===== src/rtl/csa_bulk_fifo.sv =====
// Bulk FIFO: words are written and read one per cycle, but become visible to the
// reader only once a whole bulk of BULK_OF_DATA words has been committed. Optional
// sequence checking compares word 0 of each committed bulk with the previous one + 1.
module csa_bulk_fifo #(
    parameter int unsigned DATA_WIDTH   = 32,
    parameter int unsigned BULK_OF_DATA = 7,
    parameter int unsigned BULK_DEPTH   = 16,
    parameter int unsigned SEQ_CHECK    = 1
) (
    input  logic                          axi_mm_clk,
    input  logic                          rst_n,
    input  logic                          w_enable,
    input  logic [DATA_WIDTH-1:0]         wdata,
    input  logic                          w_abort,
    output logic                          w_ready,
    input  logic                          r_enable,
    output logic [DATA_WIDTH-1:0]         rdata,
    output logic                          r_ready,
    output logic [$clog2(BULK_DEPTH):0]   bulk_count,
    output logic                          error_full,
    output logic                          error_empty,
    output logic                          seq_error,
    output logic [31:0]                   seq_error_count
);

    localparam int unsigned OW    = $clog2(BULK_OF_DATA);
    localparam int unsigned BW    = $clog2(BULK_DEPTH);
    localparam int unsigned CW    = BW + 1;
    localparam int unsigned Words = BULK_DEPTH * BULK_OF_DATA;
    localparam int unsigned AW    = $clog2(Words);

    logic [DATA_WIDTH-1:0] mem_q [Words];

    logic [BW-1:0]         wr_bulk_q, wr_bulk_d;
    logic [OW-1:0]         wr_off_q, wr_off_d;
    logic [BW-1:0]         rd_bulk_q, rd_bulk_d;
    logic [OW-1:0]         rd_off_q, rd_off_d;
    logic [CW-1:0]         count_q, count_d;
    logic [DATA_WIDTH-1:0] rdata_q, rdata_d;
    logic                  err_full_q, err_full_d;
    logic                  err_empty_q, err_empty_d;
    logic                  seq_err_q, seq_err_d;
    logic [31:0]           seq_cnt_q, seq_cnt_d;
    logic [DATA_WIDTH-1:0] word0_q, word0_d;
    logic [DATA_WIDTH-1:0] ref_q, ref_d;
    logic                  ref_valid_q, ref_valid_d;

    logic          wr_go, wr_last, commit;
    logic          rd_go, rd_last, rel;
    logic [AW-1:0] wr_addr, rd_addr;

    assign w_ready         = (count_q < CW'(BULK_DEPTH));
    assign r_ready         = (count_q != '0);
    assign bulk_count      = count_q;
    assign rdata           = rdata_q;
    assign error_full      = err_full_q;
    assign error_empty     = err_empty_q;
    assign seq_error       = seq_err_q;
    assign seq_error_count = seq_cnt_q;

    // Decode this cycle's write/read actions and the flat memory addresses
    always_comb begin
        // Abort wins over a same-cycle write and suppresses the full error
        wr_go   = w_enable && w_ready && !w_abort;
        wr_last = (wr_off_q == OW'(BULK_OF_DATA - 1));
        commit  = wr_go && wr_last;
        rd_go   = r_enable && r_ready;
        rd_last = (rd_off_q == OW'(BULK_OF_DATA - 1));
        rel     = rd_go && rd_last;
        wr_addr = AW'(wr_bulk_q) * AW'(BULK_OF_DATA) + AW'(wr_off_q);
        rd_addr = AW'(rd_bulk_q) * AW'(BULK_OF_DATA) + AW'(rd_off_q);
    end

    // Next-state for pointers, occupancy, read data and error pulses
    always_comb begin
        wr_bulk_d   = wr_bulk_q;
        wr_off_d    = wr_off_q;
        rd_bulk_d   = rd_bulk_q;
        rd_off_d    = rd_off_q;
        count_d     = count_q;
        rdata_d     = rdata_q;
        err_full_d  = w_enable && !w_ready && !w_abort;
        err_empty_d = r_enable && !r_ready;

        if (w_abort) begin
            wr_off_d = '0;
        end else if (wr_go) begin
            if (wr_last) begin
                wr_off_d  = '0;
                wr_bulk_d = wr_bulk_q + 1'b1;  // BULK_DEPTH is a power of two
            end else begin
                wr_off_d = wr_off_q + 1'b1;
            end
        end

        if (rd_go) begin
            rdata_d = mem_q[rd_addr];
            if (rd_last) begin
                rd_off_d  = '0;
                rd_bulk_d = rd_bulk_q + 1'b1;
            end else begin
                rd_off_d = rd_off_q + 1'b1;
            end
        end

        case ({commit, rel})
            2'b10:   count_d = count_q + 1'b1;
            2'b01:   count_d = count_q - 1'b1;
            default: count_d = count_q;
        endcase
    end

    // Next-state for the word-0 sequence checker; inert when SEQ_CHECK is 0
    always_comb begin
        word0_d     = word0_q;
        ref_d       = ref_q;
        ref_valid_d = ref_valid_q;
        seq_err_d   = 1'b0;
        seq_cnt_d   = seq_cnt_q;
        if (SEQ_CHECK != 0) begin
            if (wr_go && (wr_off_q == '0)) begin
                word0_d = wdata;
            end
            // Only committed bulks move the reference, so aborted bulks are ignored
            if (commit) begin
                ref_d       = word0_q;
                ref_valid_d = 1'b1;
                if (ref_valid_q && (word0_q != ref_q + DATA_WIDTH'(1))) begin
                    seq_err_d = 1'b1;
                    if (seq_cnt_q != 32'hFFFF_FFFF) begin
                        seq_cnt_d = seq_cnt_q + 32'd1;
                    end
                end
            end
        end
    end

    // Control and status registers, cleared asynchronously
    always_ff @(posedge axi_mm_clk or negedge rst_n) begin
        if (!rst_n) begin
            wr_bulk_q   <= '0;
            wr_off_q    <= '0;
            rd_bulk_q   <= '0;
            rd_off_q    <= '0;
            count_q     <= '0;
            rdata_q     <= '0;
            err_full_q  <= 1'b0;
            err_empty_q <= 1'b0;
            seq_err_q   <= 1'b0;
            seq_cnt_q   <= '0;
            word0_q     <= '0;
            ref_q       <= '0;
            ref_valid_q <= 1'b0;
        end else begin
            wr_bulk_q   <= wr_bulk_d;
            wr_off_q    <= wr_off_d;
            rd_bulk_q   <= rd_bulk_d;
            rd_off_q    <= rd_off_d;
            count_q     <= count_d;
            rdata_q     <= rdata_d;
            err_full_q  <= err_full_d;
            err_empty_q <= err_empty_d;
            seq_err_q   <= seq_err_d;
            seq_cnt_q   <= seq_cnt_d;
            word0_q     <= word0_d;
            ref_q       <= ref_d;
            ref_valid_q <= ref_valid_d;
        end
    end

    // Data storage; contents survive reset since pointers make them unreachable
    always_ff @(posedge axi_mm_clk) begin
        if (wr_go) begin
            mem_q[wr_addr] <= wdata;
        end
    end

endmodule


===== config.mk =====
export PLATFORM = sky130hd
export DESIGN_NAME = csa_bulk_fifo
export DESIGN_NICKNAME = d
export VERILOG_FILES = /design/src/rtl/csa_bulk_fifo.sv
export SDC_FILE = /design/constraint.sdc
export NUM_CORES = 2
export LEC_CHECK = 0
export CORE_MARGIN = 5
export CORE_UTILIZATION = 50
export CTS_BUF_LIST = sky130_fd_sc_hd__clkbuf_2 sky130_fd_sc_hd__clkbuf_4 sky130_fd_sc_hd__clkbuf_8
export DETAILED_ROUTE_END_ITERATION = 6
export PLACE_DENSITY = 0.72
export SLEW_MARGIN = 20
export SYNTH_ARGS = -nofsm -noshare
export SYNTH_HDL_FRONTEND = slang
export SYNTH_SLANG_ARGS = --single-unit
export TNS_END_PERCENT = 5

===== constraint.sdc =====
create_clock -name axi_mm_clk -period 7 [get_ports axi_mm_clk]
set_clock_uncertainty 0.05 [all_clocks]
set_input_delay 2.1 -clock axi_mm_clk [delete_from_list [all_inputs] [get_ports axi_mm_clk]]
set_output_delay 2.1 -clock axi_mm_clk [all_outputs]
set_load 0.05 [all_outputs]

==> results.md <==
- Max Cap Viol: 0
- Clock Latency Late Sink: 1.21 ns
- Vias in the first global route: 73550
- Outcome: finished, final reports clean
- Buffers on Ports: 110
- Cell Chain, Critical Path: fa_1 -> inv_1 -> fa_1 -> inv_1 -> fa_4 -> buf_12 -> buf_12 -> mux4_2 -> mux2i_1 -> mux4_2 -> nand2_1 -> o21ai_0 -> buf_4 -> o21ai_0 -> o22a_1
- Reg2Reg Setup Slack: just under 1 ns
- Slowest-stage cell, CP: fa_4
- Total die area: ~300000 um^2
- Primary FF master, synth: edfxtp_1
- Total gr overflow: 0
- RR Endpoint: rdata[2]
- Root Buffer: clkbuf_8
- DR pass1 iterations: 5
- Routed Antenna Nets: 0
- First-pass GRT wire length: around 540 mm
- Achievable frequency: 165.9 MHz
- Slowest stage delay, CP: 1.26 ns
- Total CTS buffers: roughly 590
- Worst Path Buf+Inv: 5
- Synthesis-to-finish area growth: 13.59%
- Sequential element share of the synthesized area: 0.7695
- Cell count after synthesis: between 6000 and 7000
- Xor/xnor share of the synthesized area: 0.006119
- Placed Area: around 150000 um^2
- DRC: 0
- Hold Path Sink: seq_error_count[11]
- Synthesized area per cell: around 23 um^2
- Worst-Margin Slew: between 1 and 1.5 ns
- Hold path start: seq_error_count[11]
- Post-synthesis compound-gate area fraction: 0.01443
- Die height: between 500 and 600 um
- Unrepaired setup endpoints after global routing: false
- Worst Path Required: slightly above 8 ns
- Max-slew violation count: 0
- Number of H-tree levels: 6
- Worst r2r src: rd_bulk_q[0]
- Hold Crit Depth: 1
- GP Congestion: 0.8563
- Post-synth net total: between 6000 and 7000
- Simple-gate share of the synthesized area: 0.02117
- Largest family of logic cells by synthesized area: multiplexers
- Final Hold Fails: 0
- CTS resizes: 0
- Vias: 71940
- Initial antenna violation count: 17
- Largest area contributor in the netlist: edfxtp_1
- Nets: between 7000 and 8000
- Wirelength per Cell: about 33 um
- # setup viols final: 0
- DP HPWL: approximately 220 mm
- Worst slack at placement: approximately 0.66 ns
- Top cells by area, synth: edfxtp_1 (74%), mux4_2 (16%), dfrtp_1 (2.6%)
- Netlist Area Pre-Place: 144800 um^2
- #FFs+latches synth: approximately 3700
- Initial DRC count: around 11000
- Maximum root-to-sink buffer count: 4
- EDFF count, synth: approximately 3600
- Num ports: roughly 110
- Reg2reg path depth: 15
- Largest net degree at the start of global routing: about 140
- Die width: around 550 um
- Critical path arrival: between 7 and 8 ns
- CTS sink cnt: approximately 3700
- Core Box Area: about 290000 um^2
- Post-route clock period utilization: 0.8610
- Initial Utilization: 0.5024
- Asr flop ratio synth: 0.04043
- Design Area, Final: 164400 um^2
- Crit-path max FO: 55
- WL final: 375.1 mm
- Tmin final: around 6 ns
- Post-CTS Repair Setup Buffers: 0
- Crit path max-delay family: adder cells
- Setup TNS: 0 ns
- Ys Warns: 0
- Mux share of post-synthesis cell area: 0.1726
- Synth unique cells: 74
- Via-to-Cell Ratio: between 6 and 7
- Hold_buf cts: 0
- CP endpoint kind: flop
- Post-synth top area share: 0.7434
- Slew headroom: 0.1683
- CTS tree: built
- Synth Area in Adders: 0.004287
- Layout cells sized above 1: 0.3313
- Clock transition at the registers of the reported paths: approximately 0.060 ns
- Setup WS post-layout: a little under 1 ns
- Num rows: 197
- Crit Path Category: flop to flop
- Total GRT Usage: 0.2490
- Hold WC Path Type: flop to flop
- CP Launch Type: flop
==> Yosys cell counts (all sizes together) (37+ instances only) <==
cell,instances
o21ai,74
nand3,75
clkbuf,110
a211oi,51
a21oi,45
nor2,167
nand2,294
edfxtp,3584
mux2,68
mux4,1047
dfrtp,151
mux2i,64
xnor2,69
a311oi,37
buf,227
==> cell families after synthesis <==
kind of cell / Yosys count
muxes: 1179
adders and majority gates: 43
xor gates and xnor gates: 99
buffers and inverters: 373
AOI/OAI and AO/OA: 304
and+or+nand+nor: 675
DFF: 3735
==> per-layer routing <==
metal / up-vias / wire length [um] / global-route usage
li1: 28450 / - / -
met1: 38050 / 139200 / 0.3498
met2: 4688 / 174900 / 0.3793
met3: 750 / 43670 / 0.06269
met4: 4 / 17350 / 0.1006
met5: - / 28 / 0
==> metrics by stage <==
step	std cells	util	hold slack, ns
2_1_floorplan	6408	-	0.4269
3_3_place_gp	10250	0.5294	0.4290
3_5_place_dp	10250	0.5295	0.4412
4_1_cts	11290	0.5701	0.4506
5_1_grt	11290	0.5706	0.4820
6_report	11300	0.5707	0.4446
==> state kept, by name, summed over array words and instances (netlist names), 3 cells and up <==
| register | count |
|---|---|
| rdata | 32 |
| wr_bulk_q | 4 |
| ref_q | 32 |
| rd_bulk_q | 4 |
| wr_off_q | 3 |
| seq_error_count | 32 |
| word0_q | 32 |
| rd_off_q | 3 |
| mem_q | 3584 |
| bulk_count | 5 |
==> worst max path at each step <==
| stage | from | endpoint | slack [ns] | depth (start not counted) |
|---|---|---|---|---|
| 2_1_floorplan | w_abort | mem_q[38][0] | 2.11 | 5 |
| 3_3_place_gp | w_enable | mem_q[96][22] | 0.69 | 5 |
| 3_5_place_dp | w_enable | mem_q[96][22] | 0.66 | 5 |
| 4_1_cts | rd_bulk_q[0] | rdata[2] | 1.05 | 15 |
| 5_1_grt | rd_bulk_q[0] | rdata[2] | 0.78 | 15 |
| 6_report | rd_bulk_q[0] | rdata[2] | 0.97 | 15 |
==> layout make-up <==
type,count,area (um^2)
fillers,20170,123700
well taps,3781,4731
repair buffers,400,3814
diodes,10,25.02
multi-input cells,2300,32650
inverters,36,136.4
clock buffers,758,9432
clock inverters,281,2260
flip-flops and latches,3735,111400
==> layout by cell type (no fill, tap or decap), drive strengths merged, types with 8 or more instances in the layout <==
| cell | synthesis | layout |
|---|---|---|
| a32oi | 20 | 20 |
| a31oi | 20 | 20 |
| inv | 36 | 73 |
| xor2 | 30 | 30 |
| o21ai | 74 | 74 |
| nand4 | 26 | 26 |
| ha | 32 | 32 |
| buf | 227 | 322 |
| a22oi | 11 | 11 |
| diode | 0 | 10 |
| clkdlybuf4s50 | 0 | 77 |
| nand2 | 294 | 294 |
| dfrtp | 151 | 151 |
| a311oi | 37 | 37 |
| a211oi | 51 | 51 |
| nor4 | 8 | 8 |
| nand3 | 75 | 75 |
| and3 | 23 | 23 |
| nor3 | 15 | 15 |
| mux2i | 64 | 64 |
| clkbuf | 110 | 759 |
| and4 | 8 | 8 |
| xnor2 | 69 | 69 |
| clkinvlp | 0 | 11 |
| bufinv | 0 | 23 |
| fa | 11 | 11 |
| a221o | 11 | 11 |
| nor2 | 167 | 167 |
| edfxtp | 3584 | 3584 |
| a21oi | 45 | 45 |
| mux2 | 68 | 68 |
| mux4 | 1047 | 1047 |
| clkinv | 0 | 210 |
| nor2b | 34 | 34 |
Power is left out: the tool's default activity adds up to more than one toggle a clock period on the data nets, which glitch-free logic cannot reach.
